$ cat src/rtl/dsp_post_adder_accum.sv
// dsp_post_adder_accum
//
// Purpose:
//   Post-adder / accumulator stage of a DSP48A1-style slice. An X mux picks
//   zero, sign-extended M, P or D:A:B. A Z mux picks zero, PCIN, P or C. The
//   stage then forms Z + (X + CIN) or Z - (X + CIN) in 49 bits and loads the
//   48-bit result into the P register. Selecting P on either mux gives the
//   accumulate path. Each pipeline register (M, C, OPMODE, CARRYIN, P,
//   CARRYOUT) has its own clock enable and can be removed by parameter.
//
// Optional feature:
//   DSP_POST_SAT_EN - when defined, a signed overflow saturates the result to
//   the largest positive or most negative 48-bit value and forces carryout to
//   0. When undefined, the result wraps modulo 2^48.
//
// Ports:
//   clk        rising-edge clock
//   rst        asynchronous, active-low reset for all state
//   ce_m       enable for the M register and the valid_in capture
//   ce_c       enable for the C register
//   ce_opmode  enable for the opmode/op_sub register
//   ce_cin     enable for the carryin register
//   ce_p       enable for the P, CARRYOUT and valid_out registers
//   m_in       36-bit signed multiplier product
//   dab_in     48-bit D:A:B concatenation
//   c_in       48-bit C operand
//   pcin       48-bit cascade input
//   opmode     [1:0] X select, [3:2] Z select
//   op_sub     0: Z+(X+CIN), 1: Z-(X+CIN)
//   carryin    carry/borrow input
//   valid_in   operand qualifier, travels with M
//   clr_ovf    synchronous clear of the sticky overflow flag
//   p_out      post-adder result
//   pcout      cascade copy of p_out
//   carryout   bit 48 of the post-adder sum
//   carryoutf  fabric copy of carryout
//   ovf        sticky signed-overflow flag
//   valid_out  p_out qualifier

module dsp_post_adder_accum #(
    parameter int MREG        = 1,
    parameter int CREG        = 1,
    parameter int OPMODEREG   = 1,
    parameter int CARRYINREG  = 1,
    parameter int PREG        = 1,
    parameter int CARRYOUTREG = 1
) (
    input  logic        clk,
    input  logic        rst,
    input  logic        ce_m,
    input  logic        ce_c,
    input  logic        ce_opmode,
    input  logic        ce_cin,
    input  logic        ce_p,
    input  logic [35:0] m_in,
    input  logic [47:0] dab_in,
    input  logic [47:0] c_in,
    input  logic [47:0] pcin,
    input  logic [3:0]  opmode,
    input  logic        op_sub,
    input  logic        carryin,
    input  logic        valid_in,
    input  logic        clr_ovf,
    output logic [47:0] p_out,
    output logic [47:0] pcout,
    output logic        carryout,
    output logic        carryoutf,
    output logic        ovf,
    output logic        valid_out
);

    logic [35:0] m_s;
    logic        valid_m;
    logic [47:0] c_s;
    logic [3:0]  opmode_s;
    logic        op_sub_s;
    logic        cin_s;
    logic [47:0] p_fb;
    logic [47:0] x_mux;
    logic [47:0] z_mux;
    logic [48:0] sum;
    logic        ovf_det;
    logic [47:0] p_next;
    logic        carry_next;

    // M stage; valid_in rides along with the product.
    if (MREG != 0) begin : g_mreg
        logic [35:0] m_q;
        logic        v_q;
        always_ff @(posedge clk or negedge rst) begin
            if (!rst) begin
                m_q <= '0;
                v_q <= 1'b0;
            end else if (ce_m) begin
                m_q <= m_in;
                v_q <= valid_in;
            end
        end
        assign m_s     = m_q;
        assign valid_m = v_q;
    end else begin : g_mbyp
        assign m_s     = m_in;
        assign valid_m = valid_in;
    end

    if (CREG != 0) begin : g_creg
        logic [47:0] c_q;
        always_ff @(posedge clk or negedge rst) begin
            if (!rst)      c_q <= '0;
            else if (ce_c) c_q <= c_in;
        end
        assign c_s = c_q;
    end else begin : g_cbyp
        assign c_s = c_in;
    end

    if (OPMODEREG != 0) begin : g_opreg
        logic [3:0] op_q;
        logic       sub_q;
        always_ff @(posedge clk or negedge rst) begin
            if (!rst) begin
                op_q  <= '0;
                sub_q <= 1'b0;
            end else if (ce_opmode) begin
                op_q  <= opmode;
                sub_q <= op_sub;
            end
        end
        assign opmode_s = op_q;
        assign op_sub_s = sub_q;
    end else begin : g_opbyp
        assign opmode_s = opmode;
        assign op_sub_s = op_sub;
    end

    if (CARRYINREG != 0) begin : g_cinreg
        logic cin_q;
        always_ff @(posedge clk or negedge rst) begin
            if (!rst)        cin_q <= 1'b0;
            else if (ce_cin) cin_q <= carryin;
        end
        assign cin_s = cin_q;
    end else begin : g_cinbyp
        assign cin_s = carryin;
    end

    // X and Z operand selection.
    always_comb begin
        x_mux = '0;
        case (opmode_s[1:0])
            2'd0:    x_mux = '0;
            2'd1:    x_mux = {{12{m_s[35]}}, m_s};
            2'd2:    x_mux = p_fb;
            default: x_mux = dab_in;
        endcase
        z_mux = '0;
        case (opmode_s[3:2])
            2'd0:    z_mux = '0;
            2'd1:    z_mux = pcin;
            2'd2:    z_mux = p_fb;
            default: z_mux = c_s;
        endcase
    end

    // 49-bit post-add; bit 48 is carry (add) or borrow (subtract). Overflow
    // is judged against the Z sign, which is also the overflow direction.
    always_comb begin
        if (op_sub_s) begin
            sum     = {1'b0, z_mux} - {1'b0, x_mux} - {48'd0, cin_s};
            ovf_det = (z_mux[47] != x_mux[47]) && (sum[47] != z_mux[47]);
        end else begin
            sum     = {1'b0, z_mux} + {1'b0, x_mux} + {48'd0, cin_s};
            ovf_det = (z_mux[47] == x_mux[47]) && (sum[47] != z_mux[47]);
        end
`ifdef DSP_POST_SAT_EN
        if (ovf_det) begin
            p_next     = z_mux[47] ? 48'h8000_0000_0000 : 48'h7FFF_FFFF_FFFF;
            carry_next = 1'b0;
        end else begin
            p_next     = sum[47:0];
            carry_next = sum[48];
        end
`else
        p_next     = sum[47:0];
        carry_next = sum[48];
`endif
    end

    // P stage; valid_out follows the same enable as P.
    if (PREG != 0) begin : g_preg
        logic [47:0] p_q;
        logic        vp_q;
        always_ff @(posedge clk or negedge rst) begin
            if (!rst) begin
                p_q  <= '0;
                vp_q <= 1'b0;
            end else if (ce_p) begin
                p_q  <= p_next;
                vp_q <= valid_m;
            end
        end
        assign p_fb      = p_q;
        assign p_out     = p_q;
        assign valid_out = vp_q;
    end else begin : g_pbyp
        // With no P register the feedback path has no meaning; tie it off.
        assign p_fb      = '0;
        assign p_out     = p_next;
        assign valid_out = valid_m;
    end

    if (CARRYOUTREG != 0) begin : g_coreg
        logic co_q;
        always_ff @(posedge clk or negedge rst) begin
            if (!rst)      co_q <= 1'b0;
            else if (ce_p) co_q <= carry_next;
        end
        assign carryout = co_q;
    end else begin : g_cobyp
        assign carryout = carry_next;
    end

    // Sticky overflow; a new overflow beats a simultaneous clear.
    always_ff @(posedge clk or negedge rst) begin
        if (!rst)                ovf <= 1'b0;
        else if (ce_p && ovf_det) ovf <= 1'b1;
        else if (clr_ovf)        ovf <= 1'b0;
    end

    assign pcout     = p_out;
    assign carryoutf = carryout;

endmodule
$ cat config.mk
export PLATFORM = sky130hd
export DESIGN_NAME = dsp_post_adder_accum
export DESIGN_NICKNAME = d
export VERILOG_FILES = /design/src/rtl/dsp_post_adder_accum.sv
export SDC_FILE = /design/constraint.sdc
export NUM_CORES = 1
export LEC_CHECK = 0
export CORE_ASPECT_RATIO = 0.8
export CORE_MARGIN = 2
export CORE_UTILIZATION = 40
export DETAILED_ROUTE_END_ITERATION = 10
export GPL_TIMING_DRIVEN = 0
export SYNTH_ARGS = -nofsm -noshare
export SYNTH_HDL_FRONTEND = slang
export SYNTH_SLANG_ARGS = --single-unit
$ cat constraint.sdc
create_clock -name clk -period 10.7 [get_ports clk]
set_input_delay 2.14 -clock clk [delete_from_list [all_inputs] [get_ports clk]]
set_output_delay 2.14 -clock clk [all_outputs]
set_load 0.005 [all_outputs]
# Word-level counts from Yosys, hierarchy flattened
# Index checks and enable logic that the tools add are counted.
# word_totals
reg_bits,142
latch_bits,0
mem_bits_rw,0
mem_bits_ro,0
in_bits,195
out_inout_bits,100
elab_cells,34
mem_count,0
# classes
addsub,4
n_mul,0
n_div,0
order_cmp,0
eq_ne,8
shift,0
mux,6
bitwise_logic,0
n_reduce_logical,6
# op_table
op,count
48-bit case mux with 3 select lines,2
48-bit by 48-bit adder with 49-bit output,1
49-bit by 1-bit adder with 49-bit output,1
49-bit 2-to-1 mux,1
48-bit by 48-bit subtractor with 49-bit output,1
49-bit by 1-bit subtractor with 49-bit output,1
2-bit by 1-bit equality test with 1-bit output (second input constant),2
2-bit equality test (second input constant),2
2-bit zero test,2
1-bit logical AND,3
1-bit 2-to-1 mux,3
1-bit != test,3
2-bit nonzero test,1
1-bit equality test,1

# Depth between registers and ports, before layout
# depth
depth_word,9
mapped_depth,20
depth_no_buf,17

# Least setup slack after synthesis
# No wires, ideal clock.
# synth_timing
path_type,input port to flip-flop
startpoint,input dab_in[0]
endpoint,register g_coreg.co_q (netlist: carryout)
setup_ns,0.101
arrival_ns,5.413
t_required_ns,10.599
path_slack_ns,5.186
cell_stages,16
n_path_buf,0
cell_sequence,mux2i_1 > mux2i_4 > xor2_1 > ha_1 > o21bai_1 > fa_1 > o21a_1 > o22a_1 > a221o_1 > o31a_1 > o21ai_1 > nand2_2 > a21oi_2 > nor2b_1 > o21a_1 > nor4_1
# synth_between
elab_chain_len,4
elab_cells_between_ends,6
cone_classes,add/sub (4); mux (2)
# synth_lines
element,line_no,rtl
from (decl),56,"input logic [47:0] dab_in,"
48-bit case mux with 3 select lines *,150,case (opmode_s[1:0])
48-bit by 48-bit adder with 49-bit output or 48-bit by 48-bit subtractor with 49-bit output (tied branches),"172, 169",
49-bit by 1-bit adder with 49-bit output or 49-bit by 1-bit subtractor with 49-bit output (tied branches),"172, 169",
49-bit 2-to-1 mux *,168,if (op_sub_s) begin
to (signal assigned),216,else if (ce_p) co_q <= carry_next;
to (decl),213,logic co_q;
# Every way passes the cells marked *; elsewhere a longest branch is shown, timed or not.
# A chain may end at the register's enable or synchronous reset.

# Worst setup path after layout
# Ends and elaborated chain as after synthesis.

==> results_tabular.tex <==
\begin{tabular}{lr}
\hline
Metric & Value \\
\hline
\multicolumn{2}{l}{\textbf{Run status}} \\
Outcome & completed \\
\multicolumn{2}{l}{\textbf{Yosys}} \\
Synthesized net count & 2,029 \\
Share of the synthesized area in the top cell type & 0.245 \\
Share of the yosys chip area belonging to registers & 0.245 \\
Number of warnings printed during yosys synthesis & 0 \\
Proportion of register bits with asynchronous set or reset after synthesis & 1.00 \\
Top cells by area, synth & dfrtp\_1 (25\%), mux2\_2 (13\%), ha\_1 (12\%) \\
Flip-flop and latch count after synthesis & 142 \\
Number of enable-type register cells in the synthesized netlist & 0 \\
Cell type contributing the most total cell area after synthesis & dfrtp\_1 \\
Mapped Cells & 1,691 \\
Cell area after synthesis & 0.0145 mm2 \\
Primary FF master, synth & dfrtp\_1 \\
Count of cell types in the netlist & 79 \\
Post-Syn Area per Cell & 8.56 um2 \\
\multicolumn{2}{l}{\textbf{STA}} \\
Share of the clock period used by the worst path & 0.613 \\
Worst-case clock skew & 0.00937 ns \\
Worst-case headroom to the max-slew limit & 0.212 \\
Minimum hold slack & 0.503 ns \\
Measured slew at the worst slew-check pin & 1.17 ns \\
RSZ-0062 raised after global routing & no \\
Final number of hold-violating endpoints & 0 \\
Total of endpoints with negative setup slack in the final report & 0 \\
Count of final max-slew check failures & 0 \\
Final critical path time including I/O delays and setup & 6.56 ns \\
Top achievable clock speed & 0.153 GHz \\
Summed negative setup slack over all endpoints & 0 ns \\
\multicolumn{2}{l}{\textbf{CTS}} \\
Clock net sink count & 142 \\
CTS tree & done \\
Hold Buf Count CTS & 0 \\
Clock latency at the later pin of the worst-skew pair & 0.45 ns \\
Master cell of the clock root buffer & clkbuf\_16 \\
Maximum buffer depth of the clock tree & 2 \\
Clock edge transition at the registers on the reported setup and hold paths & 0.07 ns \\
Clock buffer count from CTS & 17 \\
Number of resized instances in the post-cts repair step & 0 \\
Number of setup buffers added after CTS & 0 \\
Number of H-tree branching levels & 4 \\
\multicolumn{2}{l}{\textbf{Routing}} \\
Number of detailed-routing iterations run before antenna repair & 6 \\
\# DRC & 0 \\
Vias per std cell & 5.56 \\
Iter 0 DRT Violations & 1,058 \\
Vias post-DR & 13,873 \\
Wire per inst & 21.4 um \\
Count of antenna-violating nets left after detailed routing & 0 \\
DRT Wirelength & 53.5 mm \\
\multicolumn{2}{l}{\textbf{Floorplan}} \\
FP Rows & 62 \\
Ports placed on the boundary & 295 \\
Die Width & 217 um \\
Placeable core region & 0.0358 mm2 \\
Die Footprint & 0.0378 mm2 \\
Die Y & 174 um \\
Effective utilization at floorplan & 0.405 \\
\multicolumn{2}{l}{\textbf{Worst setup path}} \\
Top fanout value on the critical path & 5 \\
Startpoint class of the critical path & input pin \\
Arrival time of the worst setup path & 6.90 ns \\
Crit path kind & in -> reg \\
CP Data Required Time & 11.05 ns \\
Endpoint kind of the worst setup timing path & flop \\
\multicolumn{2}{l}{\textbf{Pwr}} \\
Peak ir drop on the vdd network & 0.109 mV \\
Leakage dissipation & 8.16 nW \\
Power density over cell area & 263 mW/mm2 \\
\multicolumn{2}{l}{\textbf{Layout}} \\
Share of layout cells above drive strength 1 & 0.138 \\
Area Growth Syn to Fin & 28.8\% \\
Final Net Count & 2,340 \\
Number of fillers in the final layout & 3,429 \\
\multicolumn{2}{l}{\textbf{Run}} \\
Max-cap violation count & 0 \\
\multicolumn{2}{l}{\textbf{Place}} \\
Weighted congestion reported at the end of routability-driven placement & 0.910 \\
Final HPWL DP & 42.9 mm \\
Count of buffers inserted at the top-level ports & 291 \\
\multicolumn{2}{l}{\textbf{Global route}} \\
Maximum number of pins on one net before global-route repair & 79 \\
Tot GR Track Use & 0.283 \\
Via count of the first global-routing pass & 13,584 \\
Global-route wire length before repair & 81.9 mm \\
Total overflow reported by the global router & 0 \\
Number of antenna violations at the first check in global routing & 4 \\
\multicolumn{2}{l}{\textbf{Worst hold path}} \\
Min-Delay Path Class & reg -> reg \\
\hline
\end{tabular}
[per-stage QoR]
stage | area (um2) | total power, mW | util | cells | setup WS, ns
3_5_place_dp | 18000 | 4.17 | 0.504 | 2463 | 3.85
5_1_grt | 18700 | 5.27 | 0.522 | 2495 | 3.84
6_report | 18700 | 4.90 | 0.522 | 2495 | 4.14
2_1_floorplan | 14500 | 3.02 | - | 1691 | 5.19
4_1_cts | 18700 | 4.86 | 0.522 | 2494 | 4.27
3_3_place_gp | 18000 | 4.16 | 0.503 | 2462 | 1.07
[metal layers]
| layer | track usage | part of all wire |
|---|---|---|
| met2 | 0.406 | 0.41 |
| met4 | 0.0562 | 0.011 |
| met1 | 0.432 | 0.51 |
| met5 | 0 | 0.00019 |
| met3 | 0.0598 | 0.074 |
[synthesized netlist by cell type (all sizes together) (3+ instances only)]
library cell,n
o31a,3
nand4,19
a211oi,9
a311oi,3
buf,61
xor2,33
dfrtp,142
nor2b,12
or3,8
mux2,173
o211ai,10
and4,5
o21a,17
inv,123
or2,6
nor3,21
nor3b,5
and2,8
nand2b,5
and3,9
xnor2,54
ha,141
o21bai,20
nor2,105
a22o,79
a21o,58
clkbuf,80
nand3,22
a31oi,22
a21boi,8
a21oi,148
mux2i,11
o31ai,6
nor4,8
o21ai,91
o221ai,3
nand2,129
[flip-flops by register name, indices dropped and copies added (netlist names)]
signal         count
ovf                1
g_mreg.m_q        36
valid_out          1
carryout           1
cin_s              1
g_opreg.op_q       4
c_s               48
g_opreg.sub_q      1
g_mreg.v_q         1
p_out             48
[cells by family after synthesis]
logic type      count (synthesis)  share of synthesized area
mux                           184                      0.143
compound gates                502                      0.233
simple gates                  368                      0.119
flops                         142                      0.245
xor+xnor                       87                     0.0526
fa+ha+maj                     143                      0.125
buf+inv                       265                     0.0823
[critical path, cell delays in order]
cell	delay [ns]
clkdlybuf4s50_1	0.48
mux2i_1	0.11
mux2i_4	0.32
xor2_1	0.18
ha_1	0.26
a21o_1	0.15
fa_1	0.23
a21o_1	0.20
a31oi_1	0.17
o31ai_1	0.78
o41a_1	0.39
a31oi_1	0.23
o21ai_1	0.37
o21ai_1	0.19
o21ai_1	0.30
a21oi_1	0.14
nor4_1	0.26
[layout by cell type (no fill, tap or decap), types with 33 or more instances in the layout]
master           count
clkdlybuf4s50_1    290
inv_1              123
xnor2_1             54
mux2_2             172
nand2_1            128
o21ai_0             68
dfrtp_1            142
ha_1               141
buf_4               50
xor2_1              33
a21o_1              58
clkbuf_1            81
nor2_1             105
a21oi_1            143
a22o_1              79
[worst paths after layout]
kind                            startpoint       endpoint  slack [ns]  cells after the start
setup / recovery                 dab_in[0]       carryout        4.14                     17
setup reg to reg           g_opreg.op_q[0]       carryout        4.67                     16
max in group asynchronous              rst  g_mreg.m_q[2]        8.17                      2
min in group asynchronous              rst        c_s[23]        1.66                      1
hold reg to reg                    c_s[42]        c_s[42]        0.50                      1
hold / removal                     c_s[42]        c_s[42]        0.50                      1
[final cells by class]
cell class                      instances  area [um2]  area share
Clock inverter                         12         184     0.00986
Clock buffer                           19         443      0.0237
Timing Repair Buffer                  292        2940       0.158
Tap cell                              480         601      0.0322
Inverter                              124         465      0.0250
Multi-Input combinational cell       1284        9740       0.522
Buffer                                141         727      0.0390
Antenna cell                            1        2.50    0.000134
Sequential cell                       142        3550       0.191
[report_power, final]
group          internal [mW]  switching, mW  total (mW)
Sequential             0.667          0.178       0.844
Combinational           1.60           1.79        3.39
Clock                  0.398          0.270       0.667
No activity file was read; power rests on OpenSTA's default activity.
